## config.mk

```make
export PLATFORM = sky130hd
export DESIGN_NAME = uart_mmio_fifo
export DESIGN_NICKNAME = d
export VERILOG_FILES = /design/src/rtl/uart_mmio_fifo.sv
export SDC_FILE = /design/constraint.sdc
export NUM_CORES = 1
export LEC_CHECK = 0
export BUFFER_PORTS_ARGS = -buffer_cell sky130_fd_sc_hd__buf_2
export CAP_MARGIN = 10
export CORE_ASPECT_RATIO = 1.25
export CORE_MARGIN = 4
export CORE_UTILIZATION = 35
export CTS_CLUSTER_SIZE = 16
export DETAILED_ROUTE_END_ITERATION = 7
export PLACE_DENSITY = 0.49
export SYNTH_ARGS = -nofsm -noshare
export SYNTH_HDL_FRONTEND = slang
export SYNTH_SLANG_ARGS = --single-unit
```

## constraint.sdc

```tcl
create_clock -name clk -period 7.56 [get_ports clk]
set_clock_uncertainty 0.1 [all_clocks]
set_input_delay 0.756 -clock clk [delete_from_list [all_inputs] [get_ports clk]]
set_output_delay 0.756 -clock clk [all_outputs]
set_load 0.01 [all_outputs]
```

## src/rtl/uart_mmio_fifo.sv

```systemverilog
// Memory-mapped UART front end for the picorv32 native bus: TX/RX byte FIFOs
// behind DATA / STATUS / CTRL registers, with a level interrupt on pending RX data.
module uart_mmio_fifo #(
  parameter logic [31:0] BASE_ADDR = 32'h2000_0000,
  parameter int          FIFO_LOG2 = 4
) (
  input  logic        clk,
  input  logic        resetn,
  input  logic        mem_valid,
  input  logic [31:0] mem_addr,
  input  logic [31:0] mem_wdata,
  input  logic [3:0]  mem_wstrb,
  output logic        mem_ready,
  output logic [31:0] mem_rdata,
  output logic [7:0]  tx_tdata,
  output logic        tx_tvalid,
  input  logic        tx_tready,
  input  logic [7:0]  rx_tdata,
  input  logic        rx_tvalid,
  output logic        rx_tready,
  output logic        irq
);

  localparam int DEPTH = 1 << FIFO_LOG2;

  typedef logic [FIFO_LOG2-1:0] ptr_t;
  typedef logic [FIFO_LOG2:0]   lvl_t;

  logic [7:0] tx_mem [DEPTH];
  logic [7:0] rx_mem [DEPTH];
  ptr_t       tx_wr, tx_rd, rx_wr, rx_rd;
  lvl_t       tx_level, rx_level;
  logic       overflow;

  logic        tx_empty, tx_full, rx_empty, rx_full;
  logic        sel, is_wr, lane0;
  logic [1:0]  off;
  logic        data_wr, tx_stall, accept;
  logic        tx_push, tx_pop, rx_push, rx_pop, rx_fire, rx_drop;
  logic        ctrl_wr, flush, clr_ovf;
  logic [31:0] rdata_next;
  logic        unused_bits;

  assign unused_bits = ^{mem_addr[1:0], mem_wdata[31:8]};

  assign tx_empty = (tx_level == '0);
  assign tx_full  = (tx_level == lvl_t'(DEPTH));
  assign rx_empty = (rx_level == '0);
  assign rx_full  = (rx_level == lvl_t'(DEPTH));

  assign sel   = mem_valid & ~mem_ready & (mem_addr[31:4] == BASE_ADDR[31:4]);
  assign is_wr = |mem_wstrb;
  assign lane0 = mem_wstrb[0];
  assign off   = mem_addr[3:2];

  assign tx_tvalid = ~tx_empty;
  assign tx_tdata  = tx_mem[tx_rd];
  assign tx_pop    = tx_tvalid & tx_tready;

  // A DATA write into a full TX FIFO may still complete if the uart frees a slot this cycle.
  assign data_wr  = sel & is_wr & lane0 & (off == 2'd0);
  assign tx_stall = data_wr & tx_full & ~tx_pop;
  assign accept   = sel & ~tx_stall;
  assign tx_push  = data_wr & ~tx_stall;

  assign rx_pop  = accept & ~is_wr & (off == 2'd0) & ~rx_empty;
  assign rx_fire = rx_tvalid & rx_tready;
  assign rx_push = rx_fire & (~rx_full | rx_pop);
  assign rx_drop = rx_fire & rx_full & ~rx_pop;

  assign ctrl_wr = accept & is_wr & lane0 & (off == 2'd2);
  assign clr_ovf = ctrl_wr & mem_wdata[0];
  assign flush   = ctrl_wr & mem_wdata[1];

  always_comb begin
    rdata_next = '0;
    if (!is_wr) begin
      case (off)
        2'd0: rdata_next = rx_empty ? 32'h8000_0000 : {24'h0, rx_mem[rx_rd]};
        2'd1: rdata_next = {8'h0, 8'(tx_level), 8'(rx_level), 4'h0,
                            overflow, tx_empty, ~tx_full, ~rx_empty};
        default: rdata_next = '0;
      endcase
    end
  end

  always_ff @(posedge clk or negedge resetn) begin
    if (!resetn) begin
      mem_ready <= 1'b0;
      mem_rdata <= '0;
      rx_tready <= 1'b0;
      irq       <= 1'b0;
      overflow  <= 1'b0;
    end else begin
      mem_ready <= accept;
      mem_rdata <= accept ? rdata_next : '0;
      rx_tready <= 1'b1;
      irq       <= ~rx_empty;
      if (rx_drop)
        overflow <= 1'b1;
      else if (clr_ovf)
        overflow <= 1'b0;
    end
  end

  always_ff @(posedge clk or negedge resetn) begin
    if (!resetn) begin
      tx_wr    <= '0;
      tx_rd    <= '0;
      tx_level <= '0;
    end else if (flush) begin
      tx_wr    <= '0;
      tx_rd    <= '0;
      tx_level <= '0;
    end else begin
      if (tx_push) tx_wr <= tx_wr + ptr_t'(1);
      if (tx_pop)  tx_rd <= tx_rd + ptr_t'(1);
      case ({tx_push, tx_pop})
        2'b10:   tx_level <= tx_level + lvl_t'(1);
        2'b01:   tx_level <= tx_level - lvl_t'(1);
        default: tx_level <= tx_level;
      endcase
    end
  end

  always_ff @(posedge clk or negedge resetn) begin
    if (!resetn) begin
      rx_wr    <= '0;
      rx_rd    <= '0;
      rx_level <= '0;
    end else if (flush) begin
      rx_wr    <= '0;
      rx_rd    <= '0;
      rx_level <= '0;
    end else begin
      if (rx_push) rx_wr <= rx_wr + ptr_t'(1);
      if (rx_pop)  rx_rd <= rx_rd + ptr_t'(1);
      case ({rx_push, rx_pop})
        2'b10:   rx_level <= rx_level + lvl_t'(1);
        2'b01:   rx_level <= rx_level - lvl_t'(1);
        default: rx_level <= rx_level;
      endcase
    end
  end

  // Storage carries no reset; stale contents are unreachable once the pointers clear.
  always_ff @(posedge clk) begin
    if (tx_push) tx_mem[tx_wr] <= mem_wdata[7:0];
    if (rx_push) rx_mem[rx_wr] <= rx_tdata;
  end

endmodule

```

==> run summary <==
I/O pin count: 125
Commonest register cell after synthesis: edfxtp_1
Global-route wire length before repair: 42800 µm
Total global-route track usage: 14.5%
Type of the worst setup path: flip-flop to flip-flop
Run status: complete, no violations
Reg2reg end: tx_mem[5][2]
Routed wire per std cell: 22.0 µm
Type of element capturing the critical path: flip-flop
CTS H-tree lvls: 1
Number of max-cap violations: 0
Relative slew margins: 25.0%
Kind of start point of the critical path: flip-flop
Cell depth of the worst hold path: 1
Clock tree from TritonCTS: done
Effective utilization at floorplan: 35.4%
Overflow left after global routing: 0
Post-synth design cell area: 12500 µm²
Layout overhead on the synthesized area: 15.5%
Finished Layout Cells: 1270
Number of global-route vias before repair: 7013
Final hold viol count: 0
Placed wire-length estimate: 18200 µm
Worst Reg-to-Reg Cells: 5
Final-layout setup total negative slack: 0 ps
Fraction of final layout cells sized beyond drive strength 1: 29.2%
Worst-path maximum fanout: 13
Startpoint of the worst hold path: overflow
Leakage: 4.92 nW
Vias per inst: 4.96
Ys async rst share: 16.1%
Number of buffers inserted during clock tree synthesis: 31
FP Rows: 77
Via count: 6293
Final clock period utilization by the worst path: 53.5%
Peak Freq: 247 MHz
Placed instance count: 1211
Number of cells produced by synthesis: 679
Port Buffers: 85
R2R Setup Slk: 3520 ps
Floorplan die width: 177 µm
Post-Route Hold Slack: 401 ps
Count of different cell masters after synthesis: 54
Unrepaired setup endpoints after global routing: false
Area of the core: 35400 µm²
Minimum clock period: 4040 ps
Fin util: 40.9%
Clock slew at reported path FFs: 60 ps
Slew at the pin closest to its max-slew limit: 1120 ps
Clock network latency to the later pin of the worst-skew pair: 560 ps
Syn avg cell area: 18.5 µm²
Total power density per cell area: 251 nW/µm²
Data arrival at the endpoint of the critical path: 4110 ps
Number of antenna violations at the first check in global routing: 0
Number of detailed-routing iterations run before antenna repair: 7
Final count of negative-setup-slack endpoints: 0
Reg2reg start: mem_ready
Final Max Slew Viols: 0
Total number of yosys warnings: 0
RePlAce Congestion: 0.750
Worst voltage drop across the vdd grid: 0.180 mV
Number of remaining DRC errors: 0
Post-detailed-route count of antenna-violating nets: 0
FF+latch count, synth: 305
Number of sinks handled by clock tree synthesis: 305
Total routed wirelength: 27900 µm
Required time of the critical path: 7620 ps
Number of buffers on the longest clock path: 3
Register area share after synthesis: 71.1%
Cell chosen for the clock root: clkbuf_16
Vert. Die Dim: 220 µm
Final nets: 868
Number of synthesized flops with an enable pin: 256
Endpoint, Worst Hold: overflow
Maximum number of pins on one net before global-route repair: 42
Violation count after the first detailed-routing iteration: 363
Area of the die: 38900 µm²
Classification of the worst-slack hold path: flip-flop to flip-flop
-- metal layers --
layer | vias to the layer above | wire length [µm] | GRT usage, %
met4 | 0 | 436 | 3.15
met2 | 92 | 16200 | 28.7
met1 | 3295 | 10400 | 16.4
li1 | 2867 | - | -
met5 | - | 0 | 0
met3 | 39 | 952 | 2.23
-- stage by stage --
step	worst slack [ps]	area, µm²	total power [W]
4_1_cts	3440	14500	0.00368
6_report	3520	14500	0.00364
2_1_floorplan	4180	12600	0.00209
3_3_place_gp	3040	13500	0.00216
5_1_grt	3210	14500	0.00379
3_5_place_dp	2950	13500	0.00217
-- cell usage in the layout (no fill, tap or decap), types with 6 or more instances in the layout --
| cell | instances |
|---|---|
| nand4_1 | 6 |
| mux2i_1 | 8 |
| clkinv_2 | 6 |
| dfrtp_1 | 46 |
| xor2_1 | 8 |
| ha_1 | 15 |
| and2_1 | 24 |
| clkbuf_16 | 31 |
| clkbuf_1 | 13 |
| inv_1 | 13 |
| buf_2 | 85 |
| o21ai_0 | 8 |
| xnor2_1 | 11 |
| nor2b_1 | 6 |
| nor3_1 | 6 |
| a21oi_1 | 10 |
| nor4_1 | 8 |
| nand2_1 | 16 |
| nor2_1 | 38 |
| buf_4 | 8 |
| mux4_2 | 74 |
| edfxtp_1 | 256 |
| conb_1 | 14 |
-- Yosys cell counts (3+ instances only) --
| library cell | n | area share, % |
|---|---|---|
| nor3_1 | 10 | 0.40 |
| a31oi_1 | 3 | 0.15 |
| a311oi_1 | 3 | 0.21 |
| nand2_1 | 16 | 0.48 |
| buf_2 | 4 | 0.16 |
| o21a_1 | 3 | 0.18 |
| buf_4 | 13 | 0.78 |
| xor2_1 | 8 | 0.56 |
| mux4_2 | 74 | 13 |
| mux2i_1 | 8 | 0.64 |
| and4_1 | 5 | 0.35 |
| clkbuf_1 | 19 | 0.57 |
| edfxtp_1 | 256 | 61 |
| and2_1 | 24 | 1.2 |
| a21oi_1 | 10 | 0.40 |
| nand3_1 | 3 | 0.12 |
| and3_1 | 5 | 0.25 |
| or4_1 | 5 | 0.30 |
| nand2b_1 | 3 | 0.15 |
| xnor2_1 | 11 | 0.77 |
| nor2b_1 | 6 | 0.30 |
| a211oi_1 | 3 | 0.18 |
| nor4_1 | 12 | 0.60 |
| dfrtp_1 | 49 | 9.8 |
| o21ai_0 | 8 | 0.32 |
| buf_1 | 10 | 0.30 |
| nor3b_1 | 4 | 0.24 |
| or3_1 | 3 | 0.15 |
| a21o_1 | 3 | 0.18 |
| nor2_1 | 38 | 1.1 |
| nand4_1 | 6 | 0.30 |
| inv_1 | 13 | 0.39 |
| ha_1 | 15 | 1.5 |
-- layout make-up --
cell class / count / area, µm²
fill: 3209 / 20900
sequential: 305 / 8920
multi-input combinational: 326 / 3420
clock buffer: 44 / 825
tap: 474 / 593
timing repair buffer: 94 / 495
clock inverter: 13 / 169
inverter: 13 / 48.8
antenna: 1 / 2.50
-- power breakdown --
part           switching [W]  internal (W)  total [W]
Combinational       0.000120     0.0000771   0.000197
Sequential         0.0000509       0.00188    0.00194
Clock               0.000611      0.000892    0.00150
-- sequential cells by signal, indices dropped and copies added, names as in the netlist, 5 cells and up --
signal / cells
rx_mem: 128
tx_mem: 128
mem_rdata: 19
rx_level: 5
tx_level: 5
-- worst max-delay path by stage --
stage | startpoint | end | slack, ps | depth (start not counted)
2_1_floorplan | mem_addr[26] | tx_level[4] | 4180 | 12
3_3_place_gp | mem_addr[5] | tx_mem[4][2] | 3040 | 6
3_5_place_dp | mem_addr[26] | tx_mem[12][7] | 2950 | 6
4_1_cts | mem_ready | tx_mem[12][7] | 3440 | 5
5_1_grt | mem_ready | tx_mem[12][7] | 3210 | 5
6_report | mem_ready | tx_mem[5][2] | 3520 | 5
-- what timing repair did --
item                       4_1_cts  5_1_grt
hold buffers                     1        0
buffers inserted                 0        0
hold endpoints to repair        12        0
setup endpoints to repair        0        0
gates resized for setup          0        0
-- kinds of logic (layout without fill, tap and decap cells) --
logic type / count (synthesis) / in the layout / synth area share (%)
XOR/XNOR: 19 / 19 / 1.33
buffers and inverters: 60 / 164 / 2.29
adder cells (fa/ha/maj): 16 / 16 / 1.66
flip-flops: 305 / 305 / 71.1
multiplexers: 85 / 85 / 14.3
other: 2 / 15 / 0.0599
AND/OR/NAND/NOR: 146 / 146 / 6.56
AO/OA/AOI/OAI: 46 / 46 / 2.70
-- worst max-delay path, cell delays in order (launching register included) --
cell     delay [ps]
dfrtp_1         370
nor4_1          330
nand4_1         580
nor4_1         1080
nand2_1         340
nor3_2          850
(Power assumes the default switching activity.)
